## config.mk

```make
export PLATFORM = sky130hd
export DESIGN_NAME = vec_mul_sched
export DESIGN_NICKNAME = d
export VERILOG_FILES = /design/src/rtl/vec_pe_pkg.sv /design/src/rtl/rr_arbiter.sv /design/src/rtl/vec_mul.sv /design/src/rtl/vec_mul_sched.sv
export SDC_FILE = /design/constraint.sdc
export NUM_CORES = 2
export LEC_CHECK = 0
export BUFFER_PORTS_ARGS = -buffer_cell sky130_fd_sc_hd__buf_2
export CORE_ASPECT_RATIO = 2
export CORE_MARGIN = 2
export CORE_UTILIZATION = 54
export CTS_CLUSTER_SIZE = 10
export DETAILED_ROUTE_END_ITERATION = 12
export GPL_TIMING_DRIVEN = 0
export PLACE_DENSITY = 0.79
export SETUP_SLACK_MARGIN = 0.2
export SYNTH_ARGS = -nofsm -noshare
export SYNTH_HDL_FRONTEND = slang
export SYNTH_SLANG_ARGS = --single-unit
export TNS_END_PERCENT = 100
```

## constraint.sdc

```tcl
create_clock -name clk -period 5.9 [get_ports clk]
set_input_delay 1.77 -clock clk [delete_from_list [all_inputs] [get_ports clk]]
set_output_delay 1.77 -clock clk [all_outputs]
set_load 0.01 [all_outputs]
```

## src/rtl/vec_pe_pkg.sv

```systemverilog
// vec_pe_pkg: width helpers shared by the dot-product datapath and its scheduler.
package vec_pe_pkg;

    function automatic int clog2_min1(input int v);
        return (v > 1) ? $clog2(v) : 1;
    endfunction

    function automatic int dot_width(input int w_x, input int w_k, input int c);
        return w_x + w_k + $clog2(c);
    endfunction

endpackage

```

## src/rtl/rr_arbiter.sv

```systemverilog
// rr_arbiter: round-robin grant of one requester per enabled cycle, scanning upward from rr_ptr.
module rr_arbiter
    import vec_pe_pkg::*;
#(
    parameter int R = 4,
    localparam int W_ID = clog2_min1(R)
) (
    input  logic            clk,
    input  logic            rstn,
    input  logic [R-1:0]    req,
    input  logic            en,
    output logic [R-1:0]    gnt,
    output logic [W_ID-1:0] gnt_idx
);

    logic [W_ID-1:0] ptr_q, ptr_d, c;
    logic found;

    always_comb begin
        found   = 1'b0;
        gnt_idx = '0;
        c       = '0;
        for (int o = 0; o < R; o++) begin
            c = W_ID'((int'(ptr_q) + o) % R);
            if (!found && req[c]) begin
                found   = 1'b1;
                gnt_idx = c;
            end
        end
        gnt   = (en && found) ? R'(1) << gnt_idx : '0;
        ptr_d = (en && found) ? W_ID'((int'(gnt_idx) + 1) % R) : ptr_q;
    end

    always_ff @(posedge clk or negedge rstn) begin
        if (!rstn)
            ptr_q <= '0;
        else
            ptr_q <= ptr_d;
    end

endmodule

```

## src/rtl/vec_mul.sv

```systemverilog
// vec_mul: pipelined signed dot product; one product stage followed by a registered adder tree.
module vec_mul
    import vec_pe_pkg::*;
#(
    parameter int C   = 8,
    parameter int W_X = 8,
    parameter int W_K = 8,
    localparam int DEPTH = $clog2(C),
    localparam int N     = 1 << DEPTH,
    localparam int W_Y   = dot_width(W_X, W_K, C)
) (
    input  logic                  clk,
    input  logic                  rstn,
    input  logic                  enable,
    input  logic                  in_valid,
    input  logic signed [W_K-1:0] k [C],
    input  logic signed [W_X-1:0] x [C],
    output logic signed [W_Y-1:0] y,
    output logic                  v_valid
);

    logic signed [W_Y-1:0] prod [N];
    logic [DEPTH:0] vld_q;

    // Tree is padded to a power of two with zero leaves.
    always_comb begin
        for (int j = 0; j < N; j++) prod[j] = '0;
        for (int j = 0; j < C; j++) prod[j] = W_Y'(k[j]) * W_Y'(x[j]);
    end

    for (genvar l = 0; l <= DEPTH; l++) begin : g_lvl
        logic signed [W_Y-1:0] s_q [N >> l];
        if (l == 0) begin : g_leaf
            always_ff @(posedge clk) begin
                if (enable) s_q <= prod;
            end
        end else begin : g_node
            always_ff @(posedge clk) begin
                if (enable)
                    for (int j = 0; j < (N >> l); j++)
                        s_q[j] <= g_lvl[l-1].s_q[2*j] + g_lvl[l-1].s_q[2*j+1];
            end
        end
    end

    assign y = g_lvl[DEPTH].s_q[0];

    always_ff @(posedge clk or negedge rstn) begin
        if (!rstn) begin
            vld_q <= '0;
        end else if (enable) begin
            vld_q[0] <= in_valid;
            for (int i = 1; i <= DEPTH; i++) vld_q[i] <= vld_q[i-1];
        end
    end

    assign v_valid = vld_q[DEPTH];

endmodule

```

## src/rtl/vec_mul_sched.sv

```systemverilog
// vec_mul_sched: shares one pipelined vec_mul between R requesters with round-robin issue,
// a {valid,id} tag pipeline alongside the data and a stalling valid/ready result port.
module vec_mul_sched
    import vec_pe_pkg::*;
#(
    parameter int R   = 4,
    parameter int C   = 8,
    parameter int W_X = 8,
    parameter int W_K = 8,
    localparam int DEPTH = $clog2(C),
    localparam int LAT   = DEPTH + 1,
    localparam int W_Y   = dot_width(W_X, W_K, C),
    localparam int W_ID  = clog2_min1(R),
    localparam int W_CNT = $clog2(LAT + 1)
) (
    input  logic                  clk,
    input  logic                  rstn,
    input  logic [R-1:0]          req_valid,
    output logic [R-1:0]          req_ready,
    input  logic signed [W_K-1:0] req_k [R][C],
    input  logic signed [W_X-1:0] req_x [R][C],
    output logic                  out_valid,
    input  logic                  out_ready,
    output logic signed [W_Y-1:0] out_y,
    output logic [W_ID-1:0]       out_id,
    output logic [W_CNT-1:0]      inflight,
    output logic                  idle
);

    logic advance, xfer;
    logic [W_ID-1:0] gnt_idx;
    logic signed [W_K-1:0] k_mux [C];
    logic signed [W_X-1:0] x_mux [C];
    logic signed [W_Y-1:0] y;
    logic [LAT-1:0] tv_q;
    logic [W_ID-1:0] tid_q [LAT];
    logic [W_CNT-1:0] inflight_q, inflight_d;

    assign advance = !(out_valid && !out_ready);
    assign xfer    = |req_ready;

    rr_arbiter #(.R(R)) u_arb (
        .clk     (clk),
        .rstn    (rstn),
        .req     (req_valid),
        .en      (advance),
        .gnt     (req_ready),
        .gnt_idx (gnt_idx)
    );

    always_comb begin
        for (int j = 0; j < C; j++) begin
            k_mux[j] = req_k[gnt_idx][j];
            x_mux[j] = req_x[gnt_idx][j];
        end
    end

    // Validity comes only from the tags, so the datapath's own valid is unused.
    vec_mul #(.C(C), .W_X(W_X), .W_K(W_K)) u_mul (
        .clk      (clk),
        .rstn     (rstn),
        .enable   (advance),
        .in_valid (xfer),
        .k        (k_mux),
        .x        (x_mux),
        .y        (y),
        .v_valid  ()
    );

    assign inflight_d = inflight_q + W_CNT'(xfer) - W_CNT'(out_valid && out_ready);

    always_ff @(posedge clk or negedge rstn) begin
        if (!rstn) begin
            tv_q       <= '0;
            inflight_q <= '0;
            for (int i = 0; i < LAT; i++) tid_q[i] <= '0;
        end else begin
            inflight_q <= inflight_d;
            if (advance) begin
                tv_q[0]  <= xfer;
                tid_q[0] <= gnt_idx;
                for (int i = 1; i < LAT; i++) begin
                    tv_q[i]  <= tv_q[i-1];
                    tid_q[i] <= tid_q[i-1];
                end
            end
        end
    end

    assign out_valid = tv_q[LAT-1];
    assign out_id    = tid_q[LAT-1];
    assign out_y     = out_valid ? y : '0;
    assign inflight  = inflight_q;
    assign idle      = (inflight_q == '0) && !(|req_valid);

endmodule

```

# After elaboration in Yosys (flattened, before gate mapping)

Memories as Yosys holds them, arrays and structs flattened.
Cells that the tools add are included.
W data, S select, Z words.

$mul: 8
Add/subtract/negate cells: 13
Reduce and logical (&&, ||, !) cells: 16
Shift-type cells: 1
Bitwise gates (word level): 1
Muxes and demuxes: 25
Magnitude comparators: 5

Operators by type and width:

| kind                  | count |
|---|---|
| $bmux W64 S2          | 2 |
| $mux W64              | 4 |
| $add A19 B19 Y19      | 7 |
| $mul A8 B8 Y16        | 8 |
| $mux W19              | 1 |
| $lt A2 B3 Y1 const B  | 4 |
| $mux W1               | 9 |
| $bmux W1 S2           | 4 |
| $mux W2               | 4 |
| $reduce_or A4 Y1      | 2 |
| $logic_and A1 B1 Y1   | 7 |
| $logic_not A1 Y1      | 6 |
| $add A2 B1 Y2 const B | 2 |
| $add A2 B2 Y2 const B | 2 |
| $mux W4               | 1 |
| $shl A1 B2 Y4 const A | 1 |
| $add A3 B1 Y3         | 1 |
| $ge A3 B3 Y1 const B  | 1 |
| $logic_not A3 Y1      | 1 |
| $not A2 Y3            | 1 |
| $sub A3 B1 Y3         | 1 |

Output and inout bits: 30
Word-level logic and storage cells: 87
Bits in writable memories: 133
Register bits: 169
Memories: 3

Memories:

| name               | words | bits a word | rd ports | clocked after Yosys merged registers in | write ports | RTL line      | RTL |
|---|---|---|---|---|---|---|---|
| u_mul.g_lvl[1].s_q | 4     | 19          | 4        | 0                                       | 4           | vec_mul.sv:32 | `logic signed [W_Y-1:0] s_q [N >> l];` |
| u_mul.g_lvl[2].s_q | 2     | 19          | 2        | 0                                       | 2           | vec_mul.sv:32 |  |
| u_mul.g_lvl[3].s_q | 1     | 19          | 1        | 0                                       | 1           | vec_mul.sv:32 |  |

# Logic depth before layout (Yosys ltp)

Word-level depth: 17
Gate-level depth with buffers: 29

# By module

Synthesis repeated with hierarchy kept, for this count alone.

Cell total of the unflattened synthesis: 3530
Area, all modules: 37355.8 um2

Modules (own cells, without submodules):

| module        | seq. area each (um2) | cells each | area each (um2) | instances |
|---|---|---|---|---|
| vec_mul       | 7937.6               | 3282       | 33281.9         | 1 |
| vec_mul_sched | 375.4                | 222        | 3868.7          | 1 |
| rr_arbiter    | 50.0                 | 26         | 205.2           | 1 |

# Worst setup path after synthesis

No wires, ideal clock.

Path kind: in2reg
Start point: input out_ready
End point: register u_arb.ptr_q[0]
Data arrival time: 7.503 ns
Path slack: -1.973 ns
Path buffers: 2
Stages on the path: 5
Path through: nor2b_1 clkbuf_1 clkbuf_1 inv_1 a21oi_1

Cells in the longest elaborated chain, start to end: 4

Ends and longest elaborated chain:

| item                 | RTL line            | RTL |
|---|---|---|
| start, declared      | vec_mul_sched.sv:23 | `input logic out_ready,` |
| $logic_not A1 Y1     | vec_mul_sched.sv:39 | `assign advance = !(out_valid && !out_ready);` |
| $logic_and A1 B1 Y1  | vec_mul_sched.sv:39 |  |
| $logic_not A1 Y1     | vec_mul_sched.sv:39 |  |
| $logic_and A1 B1 Y1  | rr_arbiter.sv:31    | `ptr_d = (en && found) ? W_ID'((int'(gnt_idx) + 1) % R) : ptr_q;` |
| end signal, assigned | rr_arbiter.sv:38    | `ptr_q <= ptr_d;` |
| end, declared        | rr_arbiter.sv:16    | `logic [W_ID-1:0] ptr_q, ptr_d, c;` |

Every way passes these cells.
A chain may end at the register's enable or synchronous reset.

==> impl_metrics.xml <==
<?xml version="1.0" encoding="UTF-8"?>
<metrics>
  <group name="layout">
    <metric name="final_cell_count_no_fill" unit="">6038</metric>
    <metric name="nets" unit="">6436</metric>
    <metric name="post-route-util" unit="%">71.9</metric>
    <metric name="final_instance_area" unit="um2">49900</metric>
    <metric name="final.fill_count" unit="">4868</metric>
    <metric name="drive_above_1_share" unit="%">30.2</metric>
    <metric name="syn_to_final_growth" unit="%">32.3</metric>
  </group>
  <group name="yosys">
    <metric name="syn_nets" unit="">5592</metric>
    <metric name="synthesis.area" unit="um2">37700</metric>
    <metric name="synth-main-ff-cell" unit="">edfxtp_1</metric>
    <metric name="post_synth_inst_count" unit="">4269</metric>
    <metric name="synthDominantCellAreaShare" unit="%">23.8</metric>
    <metric name="synth_enable_flop_cells" unit="">261</metric>
    <metric name="postSynthAreaPerCell" unit="um2">8.84</metric>
    <metric name="yosys.cell_count.top_type" unit="">nand2_1</metric>
    <metric name="ys_ff_latch" unit="">278</metric>
    <metric name="synth-warning-count" unit="">0</metric>
    <metric name="synth.area.top_cells" unit="">fa_1 (24%), edfxtp_1 (21%), ha_1 (12%), nand2_1 (6.9%), inv_1 (6.8%)</metric>
    <metric name="async_reset_ff_share" unit="%">6.12</metric>
    <metric name="ys_types" unit="">60</metric>
    <metric name="yosysTopAreaCell" unit="">fa_1</metric>
    <metric name="netlist_top_cells_count" unit="">nand2_1 (695), inv_1 (684), nor2_1 (459), fa_1 (448), ha_1 (356)</metric>
    <metric name="ys_seq_area_share" unit="%">21.9</metric>
  </group>
  <group name="grt">
    <metric name="grt_pass1_vias" unit="">36200</metric>
    <metric name="antenna_found_initial" unit="">9</metric>
    <metric name="grt_overflow_total" unit="">0</metric>
    <metric name="first_pass_grt_wire_length" unit="um">215000</metric>
    <metric name="total_routing_usage_reported_by_global_routing" unit="%">41.2</metric>
    <metric name="grt_start_max_net_pins" unit="">45</metric>
  </group>
  <group name="run">
    <metric name="cap_viol_max_count" unit="">1</metric>
  </group>
  <group name="die">
    <metric name="row_count" unit="">137</metric>
    <metric name="io_pins" unit="">549</metric>
    <metric name="die_h" unit="um">378</metric>
    <metric name="core-area" unit="um2">69400</metric>
    <metric name="dieArea" unit="um2">72200</metric>
    <metric name="start_util" unit="%">54.4</metric>
    <metric name="fp.dieW" unit="um">191</metric>
  </group>
  <group name="hold_path">
    <metric name="startpoint_of_the_worst_hold_path" unit="">tv_q[0]$_DFFE_PN0N_</metric>
    <metric name="timing.hold.worst.class" unit="">flip-flop to flip-flop</metric>
  </group>
  <group name="sta">
    <metric name="finalHoldWorstSlack" unit="ns">0.478</metric>
    <metric name="max_freq" unit="MHz">141</metric>
    <metric name="period_minus_slack" unit="ns">7.11</metric>
    <metric name="setup_violations" unit="">78</metric>
    <metric name="hold_viol" unit="">0</metric>
    <metric name="rsz0062_at_grt" unit="">yes</metric>
    <metric name="fin_crit_sh" unit="%">121</metric>
    <metric name="finalMaxSlewViolations" unit="">0</metric>
    <metric name="clock-skew-final" unit="ns">0.0280</metric>
    <metric name="timing_worst_slew_pin_value" unit="ns">1.48</metric>
    <metric name="final.setup.worst_slack" unit="ns">-1.21</metric>
    <metric name="worst_slew_margin_rel" unit="%">0.631</metric>
  </group>
  <group name="place">
    <metric name="finalWeightedCongestion" unit="">1.03</metric>
    <metric name="dp.final_hpwl" unit="um">112000</metric>
    <metric name="placed_cell_area" unit="um2">42300</metric>
    <metric name="io_buffer_count" unit="">548</metric>
    <metric name="place_inst" unit="">5728</metric>
  </group>
  <group name="clock_network">
    <metric name="root_buffer" unit="">clkbuf_16</metric>
    <metric name="clk_path_buf_depth" unit="">3</metric>
    <metric name="clk_pin_slew" unit="ns">0.06</metric>
    <metric name="cts_tree" unit="">built</metric>
    <metric name="cts_num_sinks" unit="">278</metric>
    <metric name="numCtsBuffers" unit="">31</metric>
    <metric name="clock_tree.htree_level_count" unit="">1</metric>
    <metric name="clk_latency" unit="ns">0.60</metric>
  </group>
  <group name="detailed_routing">
    <metric name="drtPass1Iterations" unit="">8</metric>
    <metric name="antenna_left" unit="">0</metric>
    <metric name="via_count" unit="">35100</metric>
    <metric name="remaining_drc_errors" unit="">0</metric>
    <metric name="drt-vias-per-instance" unit="">5.81</metric>
    <metric name="wirelength" unit="um">154000</metric>
    <metric name="first_iter_violations" unit="">2793</metric>
    <metric name="average_routed_wire_per_standard_cell" unit="um">25.5</metric>
  </group>
  <group name="outcome">
    <metric name="outcome" unit="">finished, violations left</metric>
    <metric name="violated_checks" unit="">max-capacitance violations, negative setup slack</metric>
  </group>
  <group name="worst_setup_path">
    <metric name="required" unit="ns">6.23</metric>
    <metric name="end_kind" unit="">flip-flop</metric>
    <metric name="crit_type" unit="">primary input to flip-flop</metric>
    <metric name="worstPathMaxFanout" unit="">8</metric>
    <metric name="regToRegStartpoint" unit="">u_arb.ptr_q[1]$_DFFE_PN0P_</metric>
    <metric name="timing.critical_path.arrival" unit="ns">7.44</metric>
    <metric name="startpoint" unit="">req_valid[1]</metric>
    <metric name="critical_path_source_type" unit="">primary input</metric>
  </group>
</metrics>
-- path summary, 6_finish.rpt --
check | cells after the start | to | slack (ns)
max in group asynchronous | 1 | tv_q[3]$_DFFE_PN0N_ | 4.50
worst max register to register | 23 | u_mul.g_lvl[0].s_q[145]$_DFFE_PN_ | -0.56
worst max-delay path | 24 | u_mul.g_lvl[0].s_q[145]$_DFFE_PN_ | -1.21
worst min-delay path | 2 | tv_q[0]$_DFFE_PN0N_ | 0.48
worst min register to register | 2 | tv_q[0]$_DFFE_PN0N_ | 0.48
min in group asynchronous | 1 | u_arb.ptr_q[1]$_DFFE_PN0P_ | 1.10
-- layout by cell type (no fill, tap or decap), types with 93 or more instances in the layout --
cell type / netlist / layout
nand2_1: 695 / 623
inv_1: 684 / 618
buf_2: 66 / 546
nor2_1: 459 / 414
fa_1: 448 / 394
ha_1: 356 / 295
edfxtp_1: 261 / 261
xnor2_1: 183 / 177
buf_4: 26 / 146
o21ai_4: 0 / 115
or2_1: 124 / 112
nand3_1: 140 / 101
buf_12: 0 / 94
a21oi_1: 119 / 93
-- routing by layer --
layer	part of all wire (%)	global-route usage [%]
met4	13	43.5
met2	46	66.5
met5	0.018	0
met3	10	10.9
met1	31	41.2
-- critical path, stage by stage --
cell and delay [ns]:
buf_8 0.10, a21o_1 0.15, a21oi_2 0.14, o22a_4 0.22
buf_12 0.18, inv_16 0.07, buf_16 0.17, bufbuf_16 0.28
nand2_1 0.06, nand2_1 0.08, o21ai_4 0.40, nor2b_2 0.35
fa_1 0.52, fa_1 0.49, fa_1 0.51, inv_1 0.06
fa_1 0.49, inv_1 0.05, ha_2 0.19, or3_4 0.39
a311oi_2 0.34, buf_4 0.17, nor2_1 0.06, xnor2_2 0.17
-- cell type report --
| class | count | area [um2] | share of cell area, % |
|---|---|---|---|
| Antenna cell | 9 | 22.5 | 0.0451 |
| Buffer | 100 | 1610 | 3.23 |
| Clock buffer | 45 | 828 | 1.66 |
| Clock inverter | 1 | 8.76 | 0.0175 |
| Inverter | 685 | 2590 | 5.19 |
| Multi-Input combinational cell | 3209 | 29400 | 59.0 |
| Sequential cell | 278 | 8260 | 16.5 |
| Tap cell | 903 | 1130 | 2.26 |
| Timing Repair Buffer | 808 | 6020 | 12.1 |
-- repair_timing --
item                       in CTS  in global routing
resized for setup             673                224
buffers inserted              174                 58
hold buffers                    0                  0
setup endpoints to repair      96                 89
gates cloned                   21                  2
pin swaps                     189                147
-- kinds of logic (layout without fill, tap and decap cells) --
| family | Yosys count | after routing | share of synthesized area [%] |
|---|---|---|---|
| buffers and inverters | 785 | 1639 | 8.28 |
| XOR/XNOR | 221 | 221 | 5.13 |
| adder cells (fa/ha/maj) | 804 | 804 | 35.6 |
| AND/OR/NAND/NOR | 1618 | 1618 | 18.7 |
| flip-flops | 278 | 278 | 21.9 |
| AO/OA/AOI/OAI | 545 | 548 | 9.97 |
| other | 0 | 9 | 0 |
| multiplexers | 18 | 18 | 0.507 |
-- state kept, by name, indices dropped and copies added, names as in the netlist --
name,count
out_id,2
u_arb.ptr_q,2
tid_q,6
inflight,3
tv_q,4
u_mul.g_lvl.s_q,261
-- through the flow --
stage / setup slack [ns] / TNS, ns
2_1_floorplan: -0.702 / -184.70
6_report: -1.21 / -57.16
3_5_place_dp: -2.45 / -150.68
5_1_grt: -1.31 / -67.03
3_3_place_gp: -2.44 / -718.57
4_1_cts: -0.904 / -41.44
Power is left out: the tool's default activity adds up to more than one toggle a clock period on the data nets, which glitch-free logic cannot reach.
